## config.mk

```make
export PLATFORM = sky130hd
export DESIGN_NAME = block_drawer_flat
export DESIGN_NICKNAME = d
export VERILOG_FILES = /design/src/rtl/tower_pkg.sv /design/src/rtl/block_drawer_if.sv /design/src/rtl/block_drawer_pixel_offset_counter.sv /design/src/rtl/block_drawer.sv /design/src/flat_wrapper.sv
export SDC_FILE = /design/constraint.sdc
export NUM_CORES = 1
export LEC_CHECK = 0
export ABC_CLOCK_PERIOD_IN_PS = 3910
export BUFFER_PORTS_ARGS = -buffer_cell sky130_fd_sc_hd__buf_2
export CORE_ASPECT_RATIO = 0.9
export CORE_MARGIN = 3
export CORE_UTILIZATION = 25
export CTS_CLUSTER_SIZE = 8
export DETAILED_ROUTE_END_ITERATION = 16
export SLEW_MARGIN = 20
export SYNTH_ARGS = -nofsm -noshare
export SYNTH_HDL_FRONTEND = slang
export SYNTH_SLANG_ARGS = --single-unit
```

## constraint.sdc

```tcl
create_clock -name clk -period 3.91 [get_ports clk]
set_clock_uncertainty 0.2 [all_clocks]
set_input_delay 0.1955 -clock clk [delete_from_list [all_inputs] [get_ports clk]]
set_output_delay 0.1955 -clock clk [all_outputs]
set_load 0.01 [all_outputs]
```

## src/rtl/tower_pkg.sv

```systemverilog
// Shared tower-game constants, colour type and block-drawer FSM state encoding.
package tower_pkg;

  localparam int X_MAX        = 160;
  localparam int Y_MAX        = 120;
  localparam int UNIT_BLOCK   = 16;
  localparam int BLOCK_HEIGHT = 8;

  localparam logic [6:0] Y_INIT = 7'd104;

  typedef logic [2:0] colour_t;

  localparam colour_t BG_COLOUR      = 3'b000;
  localparam colour_t OUTLINE_COLOUR = 3'b111;

  typedef enum logic [1:0] {
    IDLE = 2'd0,
    DRAW = 2'd1,
    DONE = 2'd2
  } draw_state_t;

endpackage

```

## src/rtl/block_drawer_if.sv

```systemverilog
// Request (game FSM -> drawer) and pixel/status (drawer -> VGA, FSM) signals.
interface block_drawer_if;
  import tower_pkg::*;

  logic       start;
  logic       erase;
  logic [7:0] x_pos;
  logic [6:0] y_pos;
  colour_t    colour;

  logic [7:0] vga_x;
  logic [6:0] vga_y;
  colour_t    vga_colour;
  logic       plot;
  logic       busy;
  logic       done;

  modport master (
    output start, erase, x_pos, y_pos, colour,
    input  vga_x, vga_y, vga_colour, plot, busy, done
  );

  modport slave (
    input  start, erase, x_pos, y_pos, colour,
    output vga_x, vga_y, vga_colour, plot, busy, done
  );

endinterface

```

## src/rtl/block_drawer_pixel_offset_counter.sv

```systemverilog
// Row-major 2-D offset counter: x_off inner (0..W-1), y_off outer (0..H-1).
// clr has priority over en; last flags the final (W-1, H-1) position.
module pixel_offset_counter #(
  parameter int W  = 16,
  parameter int H  = 8,
  parameter int XW = 4,
  parameter int YW = 3
) (
  input  logic          clk,
  input  logic          resetn,
  input  logic          clr,
  input  logic          en,
  output logic [XW-1:0] x_off,
  output logic [YW-1:0] y_off,
  output logic          last
);

  logic x_end;
  logic y_end;

  assign x_end = (x_off == XW'(W - 1));
  assign y_end = (y_off == YW'(H - 1));
  assign last  = x_end & y_end;

  always_ff @(posedge clk or negedge resetn) begin
    if (!resetn) begin
      x_off <= '0;
      y_off <= '0;
    end else if (clr) begin
      x_off <= '0;
      y_off <= '0;
    end else if (en) begin
      if (x_end) begin
        x_off <= '0;
        y_off <= y_end ? '0 : y_off + YW'(1);
      end else begin
        x_off <= x_off + XW'(1);
      end
    end
  end

endmodule

```

## src/rtl/block_drawer.sv

```systemverilog
// Rasterises one BLOCK_W x BLOCK_H block, one pixel per clock; first pixel two edges after start.
// No backpressure: start is ignored unless idle. BLOCK_DRAWER_OUTLINE_EN adds a border colour.
module block_drawer
  import tower_pkg::*;
#(
  parameter int      BLOCK_W   = tower_pkg::UNIT_BLOCK,
  parameter int      BLOCK_H   = tower_pkg::BLOCK_HEIGHT,
  parameter int      X_MAX     = tower_pkg::X_MAX,
  parameter int      Y_MAX     = tower_pkg::Y_MAX,
  parameter colour_t BG_COLOUR = tower_pkg::BG_COLOUR
) (
  input  logic          clk,
  input  logic          resetn,
  block_drawer_if.slave bus
);

  localparam int XW = (BLOCK_W > 1) ? $clog2(BLOCK_W) : 1;
  localparam int YW = (BLOCK_H > 1) ? $clog2(BLOCK_H) : 1;

  draw_state_t state_q;
  draw_state_t state_nxt;
  logic        latch_en;
  logic        cnt_clr;
  logic        cnt_en;

  logic [7:0]    x_base;
  logic [6:0]    y_base;
  colour_t       colour_q;
  logic [XW-1:0] x_off;
  logic [YW-1:0] y_off;
  logic          last;

  logic [8:0] x_sum;
  logic [7:0] y_sum;
  logic       in_view;
  colour_t    pix_colour;

  logic [7:0] vga_x_q;
  logic [6:0] vga_y_q;
  colour_t    vga_colour_q;
  logic       plot_q;
  logic       busy_q;
  logic       done_q;

  pixel_offset_counter #(
    .W  (BLOCK_W),
    .H  (BLOCK_H),
    .XW (XW),
    .YW (YW)
  ) u_offset (
    .clk    (clk),
    .resetn (resetn),
    .clr    (cnt_clr),
    .en     (cnt_en),
    .x_off  (x_off),
    .y_off  (y_off),
    .last   (last)
  );

  always_ff @(posedge clk or negedge resetn) begin
    if (!resetn) begin
      state_q <= IDLE;
    end else begin
      state_q <= state_nxt;
    end
  end

  always_comb begin
    state_nxt = state_q;
    latch_en  = 1'b0;
    cnt_clr   = 1'b0;
    cnt_en    = 1'b0;
    unique case (state_q)
      IDLE: begin
        if (bus.start) begin
          state_nxt = DRAW;
          latch_en  = 1'b1;
          cnt_clr   = 1'b1;
        end
      end
      DRAW: begin
        cnt_en = 1'b1;
        if (last) begin
          state_nxt = DONE;
        end
      end
      DONE: begin
        state_nxt = IDLE;
      end
      default: begin
        state_nxt = IDLE;
      end
    endcase
  end

  always_ff @(posedge clk or negedge resetn) begin
    if (!resetn) begin
      x_base   <= '0;
      y_base   <= '0;
      colour_q <= '0;
    end else if (latch_en) begin
      x_base   <= bus.x_pos;
      y_base   <= bus.y_pos;
      colour_q <= bus.erase ? BG_COLOUR : bus.colour;
    end
  end

  // Sums are one bit wider than the screen coordinates so off-screen pixels clip instead of wrapping.
  assign x_sum   = {1'b0, x_base} + 9'(x_off);
  assign y_sum   = {1'b0, y_base} + 8'(y_off);
  assign in_view = (x_sum < 9'(X_MAX)) && (y_sum < 8'(Y_MAX));

`ifdef BLOCK_DRAWER_OUTLINE_EN
  logic erase_q;
  logic border;

  always_ff @(posedge clk or negedge resetn) begin
    if (!resetn) begin
      erase_q <= 1'b0;
    end else if (latch_en) begin
      erase_q <= bus.erase;
    end
  end

  assign border     = (x_off == '0) || (x_off == XW'(BLOCK_W - 1)) ||
                      (y_off == '0) || (y_off == YW'(BLOCK_H - 1));
  assign pix_colour = (!erase_q && border) ? OUTLINE_COLOUR : colour_q;
`else
  assign pix_colour = colour_q;
`endif

  // busy stays high through the cycle that shows done, and across a back-to-back restart.
  always_ff @(posedge clk or negedge resetn) begin
    if (!resetn) begin
      vga_x_q      <= '0;
      vga_y_q      <= '0;
      vga_colour_q <= '0;
      plot_q       <= 1'b0;
      busy_q       <= 1'b0;
      done_q       <= 1'b0;
    end else begin
      plot_q <= (state_q == DRAW) && in_view;
      done_q <= (state_q == DONE);
      busy_q <= (state_nxt != IDLE) || (state_q == DONE);
      if (state_q == DRAW) begin
        vga_x_q      <= x_sum[7:0];
        vga_y_q      <= y_sum[6:0];
        vga_colour_q <= pix_colour;
      end
    end
  end

  assign bus.vga_x      = vga_x_q;
  assign bus.vga_y      = vga_y_q;
  assign bus.vga_colour = vga_colour_q;
  assign bus.plot       = plot_q;
  assign bus.busy       = busy_q;
  assign bus.done       = done_q;

endmodule
```

## src/flat_wrapper.sv

```systemverilog
// flat-port wrapper written by rule: the top's interface ports become plain ports
module block_drawer_flat import tower_pkg::*;
#(
  parameter int      BLOCK_W   = tower_pkg::UNIT_BLOCK,
  parameter int      BLOCK_H   = tower_pkg::BLOCK_HEIGHT,
  parameter int      X_MAX     = tower_pkg::X_MAX,
  parameter int      Y_MAX     = tower_pkg::Y_MAX,
  parameter colour_t BG_COLOUR = tower_pkg::BG_COLOUR
)
  (clk, resetn, bus_start, bus_erase, bus_x_pos, bus_y_pos, bus_colour, bus_vga_x, bus_vga_y, bus_vga_colour, bus_plot, bus_busy, bus_done);
  block_drawer_if bus_i ();
  input  logic clk;
  input  logic resetn;
  input wire logic [$bits(bus_i.start)-1:0] bus_start;
  input wire logic [$bits(bus_i.erase)-1:0] bus_erase;
  input wire logic [$bits(bus_i.x_pos)-1:0] bus_x_pos;
  input wire logic [$bits(bus_i.y_pos)-1:0] bus_y_pos;
  input wire logic [$bits(bus_i.colour)-1:0] bus_colour;
  output wire logic [$bits(bus_i.vga_x)-1:0] bus_vga_x;
  output wire logic [$bits(bus_i.vga_y)-1:0] bus_vga_y;
  output wire logic [$bits(bus_i.vga_colour)-1:0] bus_vga_colour;
  output wire logic [$bits(bus_i.plot)-1:0] bus_plot;
  output wire logic [$bits(bus_i.busy)-1:0] bus_busy;
  output wire logic [$bits(bus_i.done)-1:0] bus_done;
  assign bus_i.start = bus_start;
  assign bus_i.erase = bus_erase;
  assign bus_i.x_pos = bus_x_pos;
  assign bus_i.y_pos = bus_y_pos;
  assign bus_i.colour = bus_colour;
  assign bus_vga_x = bus_i.vga_x;
  assign bus_vga_y = bus_i.vga_y;
  assign bus_vga_colour = bus_i.vga_colour;
  assign bus_plot = bus_i.plot;
  assign bus_busy = bus_i.busy;
  assign bus_done = bus_i.done;
  block_drawer #(.BLOCK_W(BLOCK_W), .BLOCK_H(BLOCK_H), .X_MAX(X_MAX), .Y_MAX(Y_MAX), .BG_COLOUR(BG_COLOUR)) u_core (.clk(clk), .resetn(resetn), .bus(bus_i));
endmodule
```

Word level (Yosys, flattened, before mapping)
Cells that the tools add are included.
{ "word_totals": {"elab_cells": 45, "out_inout_bits": 21, "input_bits": 22, "ff_bits": 48} }
{ "classes": {"reduce_logical": 8, "bitwise_logic": 1, "n_mux": 14, "magnitude_cmp": 2, "n_addsub": 4, "n_eq_ne": 4} }
{ "ops": {"columns": ["cell", "count"], "rows": [
  ["$mux W3", 5],
  ["$mux W4", 3],
  ["$add A8 B4 Y9", 1],
  ["$lt A9 B8 Y1 const B", 1],
  ["$add A7 B3 Y8", 1],
  ["$lt A8 B7 Y1 const B", 1],
  ["$reduce_bool A2 Y1", 3],
  ["$add A4 B1 Y4 const B", 1],
  ["$eq A4 B4 Y1 const B", 1],
  ["$mux W2", 2],
  ["$pmux W2 S2", 1],
  ["$add A3 B1 Y3 const B", 1],
  ["$eq A3 B3 Y1 const B", 1],
  ["$mux W1", 3],
  ["$eq A2 B1 Y1 const B", 1],
  ["$eq A2 B2 Y1 const B", 1],
  ["$logic_and A1 B1 Y1", 2],
  ["$logic_not A2 Y1", 1],
  ["$reduce_and A2 Y1", 1],
  ["$and A1 B1 Y1", 1],
  ["$logic_or A1 B1 Y1", 1]
]} }

Depth between registers and ports, before layout
Gate-level depths: netlist of the first run.
{ "logic_depth": {"ltp_word": 6, "depth_mapped": 7} }

Hierarchy
A second synthesis of the first run with hierarchy kept.
{ "unflattened": {"hier_cells": 204, "area_unflattened_um2": 2312.2} }
{ "modules_own_cells": {"columns": ["mod", "seq_area_each_um2", "cells_each", "area_each_um2", "instances"], "rows": [
  ["block_drawer", 1026.0, 170, 1940.6, 1],
  ["pixel_offset_counter", 175.2, 34, 371.6, 1]
]} }

Worst setup path after synthesis of the first run
No wires, ideal clock.
{ "synth_timing": {"path_kind": "reg-to-reg", "from": "register u_core.u_offset.x_off[0]", "to": "register u_core.plot_q (netlist: u_core.bus.plot)", "arrival_ns": 1.887, "path_stages_with_launch": 8, "n_path_buf": 0, "slack_ns": 1.701, "required_ns": 3.588, "period_less_slack_ns": 2.209, "setup_time_ns": 0.122, "path_cell_list": "dfrtp_1 ha_1 inv_1 fa_1 nor2b_4 or4_4 o31a_1 o2111a_1"} }
{ "synth_via": {"elab_chain_len": 4} }
{ "synth_rtl": {"columns": ["element", "line", "rtl"], "rows": [
  ["start: declaration", "block_drawer_pixel_offset_counter.sv:13", "output logic [XW-1:0] x_off,"],
  ["start signal: assignment", "block_drawer_pixel_offset_counter.sv:37", "x_off <= x_off + XW'(1);"],
  ["$add A8 B4 Y9", "block_drawer.sv:109", "assign x_sum = {1'b0, x_base} + 9'(x_off);"],
  ["$lt A9 B8 Y1", "block_drawer.sv:111", "assign in_view = (x_sum < 9'(X_MAX)) && (y_sum < 8'(Y_MAX));"],
  ["$logic_and A1 B1 Y1", "block_drawer.sv:111", null],
  ["$logic_and A1 B1 Y1", "block_drawer.sv:142", "plot_q <= (state_q == DRAW) && in_view;"],
  ["end signal: assignment", "block_drawer.sv:142", null],
  ["end: declaration", "block_drawer.sv:41", "logic plot_q;"]
]} }
Every way passes these cells.
A chain may end at the register's enable or synchronous reset.

Final worst setup path of the first run
Same ends and word-level chain as after synthesis.

==> results.txt, run 1 <==
Outcome: finished clean
Power consumption: 2.090 mW
# nets final: 346
Largest net degree at the start of global routing: 49
Post-synth EDFFs: 0
Worst-margin pin slew: 1.015 ns
Post-Syn Instances: 249
Largest buffer count on any clock path: 2
Remaining antenna violation count: 0
CTS H-tree lvls: 2
CP bufs+invs: 1
Max Cap Viol: 0
Top-count cell post-synth: nand2_1
Reg2Reg Capture Point: u_core.bus.plot
Crit-path cells: ha_1, inv_1, fa_1, nor2b_4, or4_4, o31a_1, o2111a_1
Sequential area share after synthesis: 51.12%
Final Wtd Congestion: 0.8017
Synth top area cells: dfrtp_1 51%, nand2_1 13%, ha_1 5.3%
Root Driver: clkbuf_8
CP max-delay cell: or4_4
Die width: 108.2 um
Min Tclk post-route: 2.328 ns
Cells after DPL: 402
Ys async rst share: 100.0%
Fmax: 429.6 MHz
Vert. Die Dim: 97.98 um
Avg Cell Area, Syn: 9.437 um2
RSZ-0062 raised after global routing: no
Post-synth top area share: 51.12%
Worst Hold Class: input port to register
R2R cell count: 7
Synth warn: 0
Non-Filler Instances: 432
Layout fillers: 903
Kind of critical path: register to register
Stages on the worst setup path: 7
Final hold vios: 0
R2R setup slack: 1.58 ns
Hold WS: 0.08324 ns
Post-CTS Resized: 0
Synth cell types: 45
Buffers on Ports: 42
Iteration-0 DRC Markers: 52
Ys flop type: dfrtp_1
Initial Util: 26.56%
Post-route DRC: 0
Io pins: 43
# clock sinks: 48
NetSw: 0.7808 mW
Power share of the clock group: 16.6%
Antenna cell count: 0
Reg power frac: 42.5%
Pint: 1.309 mW
CP endpoint: u_core.bus.plot
Post-placement setup slack: 1.601 ns
Data arrival time of the worst path: 2.32 ns
Crit. End Element: register
DRT Pass-1 Iters: 4
Layout area overhead: 28.12%
CP Launch Point: u_core.u_offset.x_off[0]
CTS tree: built
Synth top cells by count: 81 x nand2_1, 48 x dfrtp_1, 20 x o21ai_0
Net Count, Synth: 283
FF+latch count, synth: 48
Max stage delay on crit path: 0.48 ns
Area of the multi-input gates: 0.001075 mm2
Share of cells above drive strength 1: 17.57%
Slew HR: 32.34%
TNS Setup: 0 ns
First-pass GRT wire length: 8.832 mm
Row count: 32
CP required: 3.90 ns
Initial antenna violation count: 0
Finish-stage setup viols: 0
Global route overflow: 0
Clk slew on worst S/H paths: 0.08 ns
Startpoint types: register
Sw Share: 37.36%
Min setup slack post-route: 1.582 ns
Via Count: 1905
Register area: 0.001201 mm2
Detailed placement HPWL: 3.691 mm
Core area: 0.008848 mm2
Clock latency on the worst-skew pair: 0.29 ns
Leakage: 1.410 nW
Syn Std Cell Area: 0.002350 mm2
TritonCTS Buffers: 5
Synth area leader: dfrtp_1
Total die area: 0.01060 mm2
P per Cell Area: 694.3 mW/mm2
Crit-path leading delay family: simple AND/OR/NAND/NOR gates
Max Slew Vio Count: 0
Worst vdd ir: 233.5 uV
Worst Path Max Fanout: 4
DR vias/cell: 4.410
Reg-to-Reg Start: u_core.u_offset.x_off[0]
Comb power frac: 40.9%
GRT Total Usage: 10.33%
Drt wl/cell: 11.95 um
WL final: 5.163 mm
Vias in the first global route: 1930
Final period util: 59.54%
==> registers in the layout (all words and copies together), names as in the netlist, 2 cells and up <==
name / count
u_core.bus.vga_colour: 3
u_core.bus.vga_x: 8
u_core.bus.vga_y: 7
u_core.colour_q: 3
u_core.state_q: 2
u_core.u_offset.x_off: 4
u_core.u_offset.y_off: 3
u_core.x_base: 8
u_core.y_base: 7
==> worst register-to-register path: stages (launching register included) <==
cell	delay (ns)
dfrtp_1	0.43
ha_1	0.25
inv_1	0.08
fa_1	0.26
nor2b_4	0.06
or4_4	0.48
o31a_1	0.25
o2111a_1	0.22
==> stage by stage <==
| stage | util (%) | cell area, um2 |
|---|---|---|
| 2_1_floorplan | - | 2350 |
| 3_3_place_gp | 30.29 | 2680 |
| 3_5_place_dp | 30.29 | 2680 |
| 4_1_cts | 33.99 | 3008 |
| 5_1_grt | 34.02 | 3010 |
| 6_report | 34.02 | 3010 |
==> worst min-delay path by stage <==
stage / start / to / slack, ns / depth (start not counted)
floorplan: resetn / u_core.bus.busy / -0.30 / 0
global placement: bus_y_pos[6] / u_core.y_base[6] / 0.19 / 3
detailed placement: bus_x_pos[3] / u_core.x_base[3] / 0.19 / 3
CTS: bus_start / u_core.bus.busy / 0.08 / 3
global route: bus_start / u_core.bus.busy / 0.12 / 3
finish: bus_start / u_core.bus.busy / 0.08 / 3
==> power groups by stage <==
stage	registers (mW)	clock network [mW]	logic (mW)
global route	0.927	0.380	0.994
floorplan	0.897	0	0.582
CTS	0.890	0.363	0.867
detailed placement	0.898	0	0.851
finish	0.887	0.348	0.855
global placement	0.893	0	0.831
==> per-layer routing <==
layer  track usage, %  routed length (um)
met3            3.239                 260
met4            2.816                  28
met5                0                   0
met2            17.02                2457
met1            13.09                2416
==> logic make-up (layout without fill, tap and decap cells) <==
family,after synthesis,in the layout,share of synthesized area (%)
AOI/OAI and AO/OA,44,44,12.35
xor gates and xnor gates,10,10,3.727
adders and majority gates,12,12,7.029
buffers and inverters,19,83,3.142
DFF,48,48,51.12
and+or+nand+nor,116,116,22.63
==> area by class of cell <==
cell class	count	area share [%]
clock buffer	6	2.411
multi-input combinational	182	35.70
inverter	10	1.247
timing repair buffer	65	14.63
clock inverter	2	1.164
tap	119	4.946
sequential	48	39.90
==> cell usage in the layout, fill, tap and decap left out, types with 2 or more instances in the layout <==
cell type | netlist | layout
buf_2 | 2 | 41
o21bai_2 | 2 | 2
nor2b_1 | 2 | 2
buf_4 | 0 | 2
nor3b_1 | 2 | 2
a31oi_1 | 2 | 2
nand2b_1 | 2 | 2
xor2_1 | 5 | 5
nand3_1 | 4 | 4
nand2_1 | 81 | 81
fa_1 | 2 | 2
dlygate4sd3_1 | 0 | 22
nor2_1 | 11 | 11
dfrtp_1 | 48 | 48
o21ai_0 | 20 | 20
o211ai_1 | 2 | 2
inv_1 | 10 | 10
clkbuf_8 | 0 | 5
xnor2_1 | 5 | 5
nand3b_1 | 3 | 3
a21oi_1 | 3 | 3
ha_1 | 10 | 10
and3_1 | 2 | 2
==> repair_timing <==
action	CTS	global route
setup buffers	0	0
endpoints found under the hold margin	66	0
hold buffers	22	0
Note: power is estimated with default switching activity, not from simulation.
==> run 2, diff against run 1 <==
ABC_AREA = 1   (was not set)
ABC_CLOCK_PERIOD_IN_PS = 2100   (was 3910)
clock period = 2.1 ns   (was 3.91 ns; I/O delays follow)
==> results.txt, run 2 <==
Synth warn: 0 (unchanged)
FF+latch count, synth: 48 (unchanged)
Hold depth: 5 (+2)
WL final: 5.578 mm (+8.0%)
Max Slew Vio Count: 0 (unchanged)
Most frequent cells in the layout: 93 x nand2_1, 48 x dfrtp_1, 42 x buf_2
Layout area overhead: 29.93%
Most common cell after layout, fill and taps aside: nand2_1
Initial Util: 25.93% (-0.63 points)
Detailed placement HPWL: 4.015 mm (+8.8%)
RSZ-0062 raised after global routing: no
Avg Cell Area, Syn: 8.347 um2 (-12%)
Drt wl/cell: 11.65 um (-2.6%)
Ys flop type: dfrtp_1
Non-Filler Instances: 479 (+11%)
DR vias/cell: 4.240 (-3.8%)
Synth area leader: dfrtp_1
Vias in the first global route: 2132 (+10%)
CP required: 2.10 ns (-1.80 ns)
Initial antenna violation count: 0 (unchanged)
Min setup slack post-route: 0.1199 ns (-1.462 ns)
Clk slew on worst S/H paths: 0.10 ns (+0.02 ns)
Data arrival time of the worst path: 1.98 ns (-0.34 ns)
DRT Pass-1 Iters: 4 (unchanged)
Top-count cell post-synth: nand2_1
Iteration-0 DRC Markers: 106 (+100%)
Post-synth EDFFs: 0 (unchanged)
Global route overflow: 0 (unchanged)
Outcome: finished clean
M1 GR Usage: 15.64% (+2.5 points)
Io pins: 43 (unchanged)
Finish-stage setup viols: 0 (unchanged)
Fin area: 0.003102 mm2 (+3.0%)
Row count: 33 (+3.1%)
CTS H-tree lvls: 2 (unchanged)
First-pass GRT wire length: 9.722 mm (+10%)
Crit. End Element: register
Synth top cells by count: 93 x nand2_1, 48 x dfrtp_1, 32 x inv_1
Max Cap Viol: 0 (unchanged)
Final period util: 94.29% (+35 points)
# clock sinks: 48 (unchanged)
Buffers on Ports: 42 (unchanged)
Largest buffer count on any clock path: 2 (unchanged)
GRT Total Usage: 11.19% (+0.86 points)
TNS Setup: 0 ns (unchanged)
Met3 Use GR: 3.078% (-0.16 points)
GR peak layer: met2
P per Cell Area: 511.0 mW/mm2 (-26%)
CTS tree: built
Post-Syn Instances: 286 (+15%)
TritonCTS Buffers: 5 (unchanged)
Net Count, Synth: 320 (+13%)
Synth cell types: 26 (-42%)
Die width: 109.0 um (+0.75%)
Share of cells above drive strength 1: 20.73% (+3.2 points)
Root Driver: clkbuf_8
Antenna cell count: 0 (unchanged)
Post-route DRC: 0 (unchanged)
Core area: 0.009208 mm2 (+4.1%)
Synth top area cells: dfrtp_1 50%, nand2_1 15%, o21ai_0 6.3%
Slew HR: 63.00% (+31 points)
Kind of critical path: register to register
R2R cell count: 11 (+4)
Via Count: 2031 (+6.6%)
Fmax: 505.0 MHz (+18%)
Final hold vios: 0 (unchanged)
Clock latency on the worst-skew pair: 0.30 ns (about the same)
Final Wtd Congestion: 0.8113 (+1.2%)
Register area: 0.001201 mm2 (unchanged)
Remaining antenna violation count: 0 (unchanged)
# nets final: 390 (+13%)
Worst Hold Class: input port to register
Vert. Die Dim: 98.71 um (+0.75%)
Post-placement setup slack: 0.08073 ns (-1.521 ns)
GR Layer Usage met2: 17.37% (+0.36 points)
Area of the multi-input gates: 0.001022 mm2 (-4.9%)
Leakage: 1.513 nW (+7.3%)
Cells after DPL: 446 (+11%)
Min Tclk post-route: 1.980 ns (-0.3478 ns)
Area post-placement: 0.002746 mm2 (+2.5%)
Layout fillers: 978 (+8.3%)
Startpoint types: register
Ys async rst share: 100.0% (unchanged)
Largest net degree at the start of global routing: 29 (-41%)
Sequential area share after synthesis: 50.31% (-0.80 points)
Total die area: 0.01076 mm2 (+1.5%)
Worst Path Max Fanout: 4 (unchanged)
Worst-margin pin slew: 0.5551 ns (-0.4599 ns)
Syn Std Cell Area: 0.002387 mm2 (+1.6%)
Worst vdd ir: 250.7 uV (+7.3%)
Post-synth top area share: 50.31% (-0.80 points)
[run 2: cell families (layout without fill, tap and decap cells)]
logic type | Yosys count | count (layout) | share of synthesized area, %
simple gates | 144 | 144 | 26.26
xor+xnor | 2 | 2 | 0.7339
compound gates | 38 | 38 | 8.490
buf+inv | 42 | 113 | 7.285
fa+ha+maj | 12 | 12 | 6.918
flops | 48 | 48 | 50.31
[run 2: area by class of cell]
cell class,count,share of cell area [%]
flip-flops and latches,48,38.73
repair buffers,71,15.97
multi-input cells,196,32.96
inverters,34,4.276
well taps,122,4.921
clock inverters,2,0.4841
clock buffers,6,2.662
[run 2: report_power, final]
part,internal [mW],switching (mW)
Combinational,0.0403,0.0286
Clock,0.267,0.326
Sequential,0.923,0
[run 2: per-layer routing]
metal / share of wire [%] / vias up / routed length (um)
met4: 0.34 / 0 / 19
met1: 51 / 942 / 2828
met2: 44 / 34 / 2480
li1: - / 1053 / -
met5: 0 / - / 0
met3: 4.5 / 2 / 249
[run 2: path summary, 6_finish.rpt]
kind	from	slack (ns)	end
max	u_core.u_offset.x_off[0]	0.12	u_core.bus.plot
min in group asynchronous	resetn	0.11	u_core.bus.vga_x[1]
max in group asynchronous	resetn	1.05	u_core.y_base[0]
max reg2reg	u_core.u_offset.x_off[0]	0.12	u_core.bus.plot
min reg2reg	u_core.state_q[0]	0.26	u_core.bus.done
min	bus_start	0.05	u_core.x_base[3]
[run 2: timing repair]
item,4_1_cts,5_1_grt
resized for setup,0,7
hold buffers,22,0
buffers inserted,0,3
endpoints found under the setup margin,0,5
endpoints found under the hold margin,66,0
[run 2: critical path, stage by stage, from the launching register on]
cell     delay [ns]
dfrtp_1        0.37
ha_1           0.20
inv_1          0.06
fa_1           0.36
inv_1          0.09
nand3_1        0.09
nand3_2        0.12
nand2_1        0.06
nand2_1        0.05
nand2_1        0.07
a21oi_2        0.14
nor2_1         0.06
[run 2: per-stage QoR]
stage / power [mW] / util [%] / hold slack, ns
finish: 1.585 / 33.69 / 0.04584
global route: 1.657 / 33.69 / 0.07626
CTS: 1.614 / 33.28 / 0.05477
detailed placement: 0.9863 / 29.83 / -0.07015
global placement: 0.9854 / 29.83 / -0.07475
floorplan: 0.9428 / - / -0.3906
==> run 3, diff against run 2 <==
ABC_CLOCK_PERIOD_IN_PS = 1850   (was 2100)
clock period = 1.85 ns   (was 2.1 ns; I/O delays follow)
==> results.txt, run 3 (synthesis gave the netlist of run 2 again) <==
Vert. Die Dim: 98.71 um (unchanged)
Initial antenna violation count: 0 (unchanged)
Hold WS: 0.04110 ns (-0.004743 ns)
Io pins: 43 (unchanged)
Detailed placement HPWL: 4.125 mm (+2.8%)
Root Driver: clkbuf_8
Worst Hold Class: input port to register
Min setup slack post-route: -0.01519 ns (-0.1351 ns)
Iteration-0 DRC Markers: 106 (unchanged)
Kind of critical path: register to register
Post-route DRC: 0 (unchanged)
Leakage: 1.604 nW (+6.0%)
Max Slew Vio Count: 0 (unchanged)
Finish-stage setup viols: 1 (+1)
Final period util: 100.8% (+6.5 points)
Total die area: 0.01076 mm2 (unchanged)
Final Wtd Congestion: 0.8052 (-0.75%)
Fmax: 536.1 MHz (+6.2%)
First-pass GRT wire length: 9.880 mm (+1.6%)
Clock latency on the worst-skew pair: 0.30 ns (about the same)
Startpoint types: register
Register area: 0.001201 mm2 (unchanged)
Layout fillers: 956 (-2.2%)
P per Cell Area: 587.7 mW/mm2 (+15%)
Final hold vios: 0 (unchanged)
Drt wl/cell: 11.86 um (+1.8%)
Remaining antenna violation count: 0 (unchanged)
Final core occ: 35.39% (+1.7 points)
CP Launch Point: u_core.u_offset.x_off[0]
RSZ-0062 raised after global routing: yes
Layout area overhead: 36.48%
Data arrival time of the worst path: 1.87 ns (-0.11 ns)
DRT Pass-1 Iters: 4 (unchanged)
Crit. End Element: register
# nets final: 403 (+3.3%)
Area of the multi-input gates: 0.001085 mm2 (+6.1%)
Non-Filler Instances: 492 (+2.7%)
R2R setup slack: -0.02 ns (-0.14 ns)
CP endpoint: u_core.bus.plot
TNS Setup: -0.01519 ns (-0.01519 ns)
Largest buffer count on any clock path: 2 (unchanged)
Reg2Reg Capture Point: u_core.bus.plot
Max Cap Viol: 0 (unchanged)
Post-placement setup slack: -0.05827 ns (-0.1390 ns)
Die width: 109.0 um (unchanged)
Share of cells above drive strength 1: 28.38% (+7.7 points)
R2R cell count: 11 (unchanged)
Min Tclk post-route: 1.865 ns (-0.1149 ns)
Most frequent cells in the layout: 87 x nand2_1, 48 x dfrtp_1, 42 x buf_2
Slew HR: 58.20% (-4.8 points)
TritonCTS Buffers: 5 (unchanged)
Antenna cell count: 0 (unchanged)
Initial Util: 25.93% (unchanged)
# clock sinks: 48 (unchanged)
Worst Path Max Fanout: 4 (unchanged)
Global route overflow: 0 (unchanged)
CTS tree: built
Vias in the first global route: 2122 (-0.47%)
Fin area: 0.003258 mm2 (+5.0%)
Cells after DPL: 457 (+2.5%)
Largest net degree at the start of global routing: 49 (+69%)
Outcome: complete, but fails checks
Worst vdd ir: 274.2 uV (+9.4%)
Clk slew on worst S/H paths: 0.10 ns (about the same)
Row count: 33 (unchanged)
Buffers on Ports: 42 (unchanged)
Most common cell after layout, fill and taps aside: nand2_1
Core area: 0.009208 mm2 (unchanged)
Area post-placement: 0.002816 mm2 (+2.6%)
GRT Total Usage: 11.32% (+0.12 points)
CP required: 1.86 ns (-0.24 ns)
Via Count: 2095 (+3.2%)
Worst-margin pin slew: 0.6270 ns (+0.07194 ns)
Failing checks: negative setup slack
WL final: 5.833 mm (+4.6%)
Reg-to-Reg Start: u_core.u_offset.x_off[0]
DR vias/cell: 4.258 (+0.43%)
Power consumption: 1.915 mW (+21%)
CTS H-tree lvls: 2 (unchanged)
## run 3: worst min-delay path by stage
stage          startpoint             endpoint  slack (ns)  cells after the start
3_3_place_gp       resetn  u_core.bus.vga_x[1]        0.03                      2
6_report        bus_start    u_core.state_q[0]        0.04                      3
5_1_grt         bus_start     u_core.x_base[0]        0.05                      4
4_1_cts         bus_start    u_core.state_q[0]        0.02                      3
2_1_floorplan      resetn      u_core.bus.busy       -0.40                      0
3_5_place_dp       resetn  u_core.bus.vga_x[1]        0.04                      2
## run 3: what timing repair did
action	in CTS	in global routing
pin swaps	4	12
hold buffers	20	0
buffers inserted	2	5
endpoints found under the hold margin	66	0
resized for setup	7	18
setup endpoints to repair	3	8
## run 3: layout make-up
| cell class | instances | area share (%) |
|---|---|---|
| Tap cell | 122 | 4.685 |
| Multi-Input combinational cell | 196 | 33.29 |
| Inverter | 34 | 3.917 |
| Timing Repair Buffer | 84 | 17.67 |
| Sequential cell | 48 | 36.87 |
| Clock inverter | 3 | 1.459 |
| Clock buffer | 5 | 2.112 |
## run 3: critical path, cell delays in order (launching register included)
cell and delay [ns]:
dfrtp_1 0.38, ha_2 0.19, inv_2 0.04, fa_2 0.35
inv_2 0.09, nand3_4 0.07, nand3_4 0.09, nand2_2 0.06
nand2_2 0.07, nand2_2 0.06, a21oi_2 0.13, nor2_1 0.04
## run 3: routing by layer
metal	part of all wire (%)	track usage, %
met4	0.58	2.621
met3	4.2	2.489
met5	0	0
met2	46	18.13
met1	49	15.60
## run 3: power by group
| part | switching (mW) | internal, mW |
|---|---|---|
| sequential | 0 | 1.05 |
| combinational | 0.0323 | 0.0442 |
| clock | 0.382 | 0.408 |
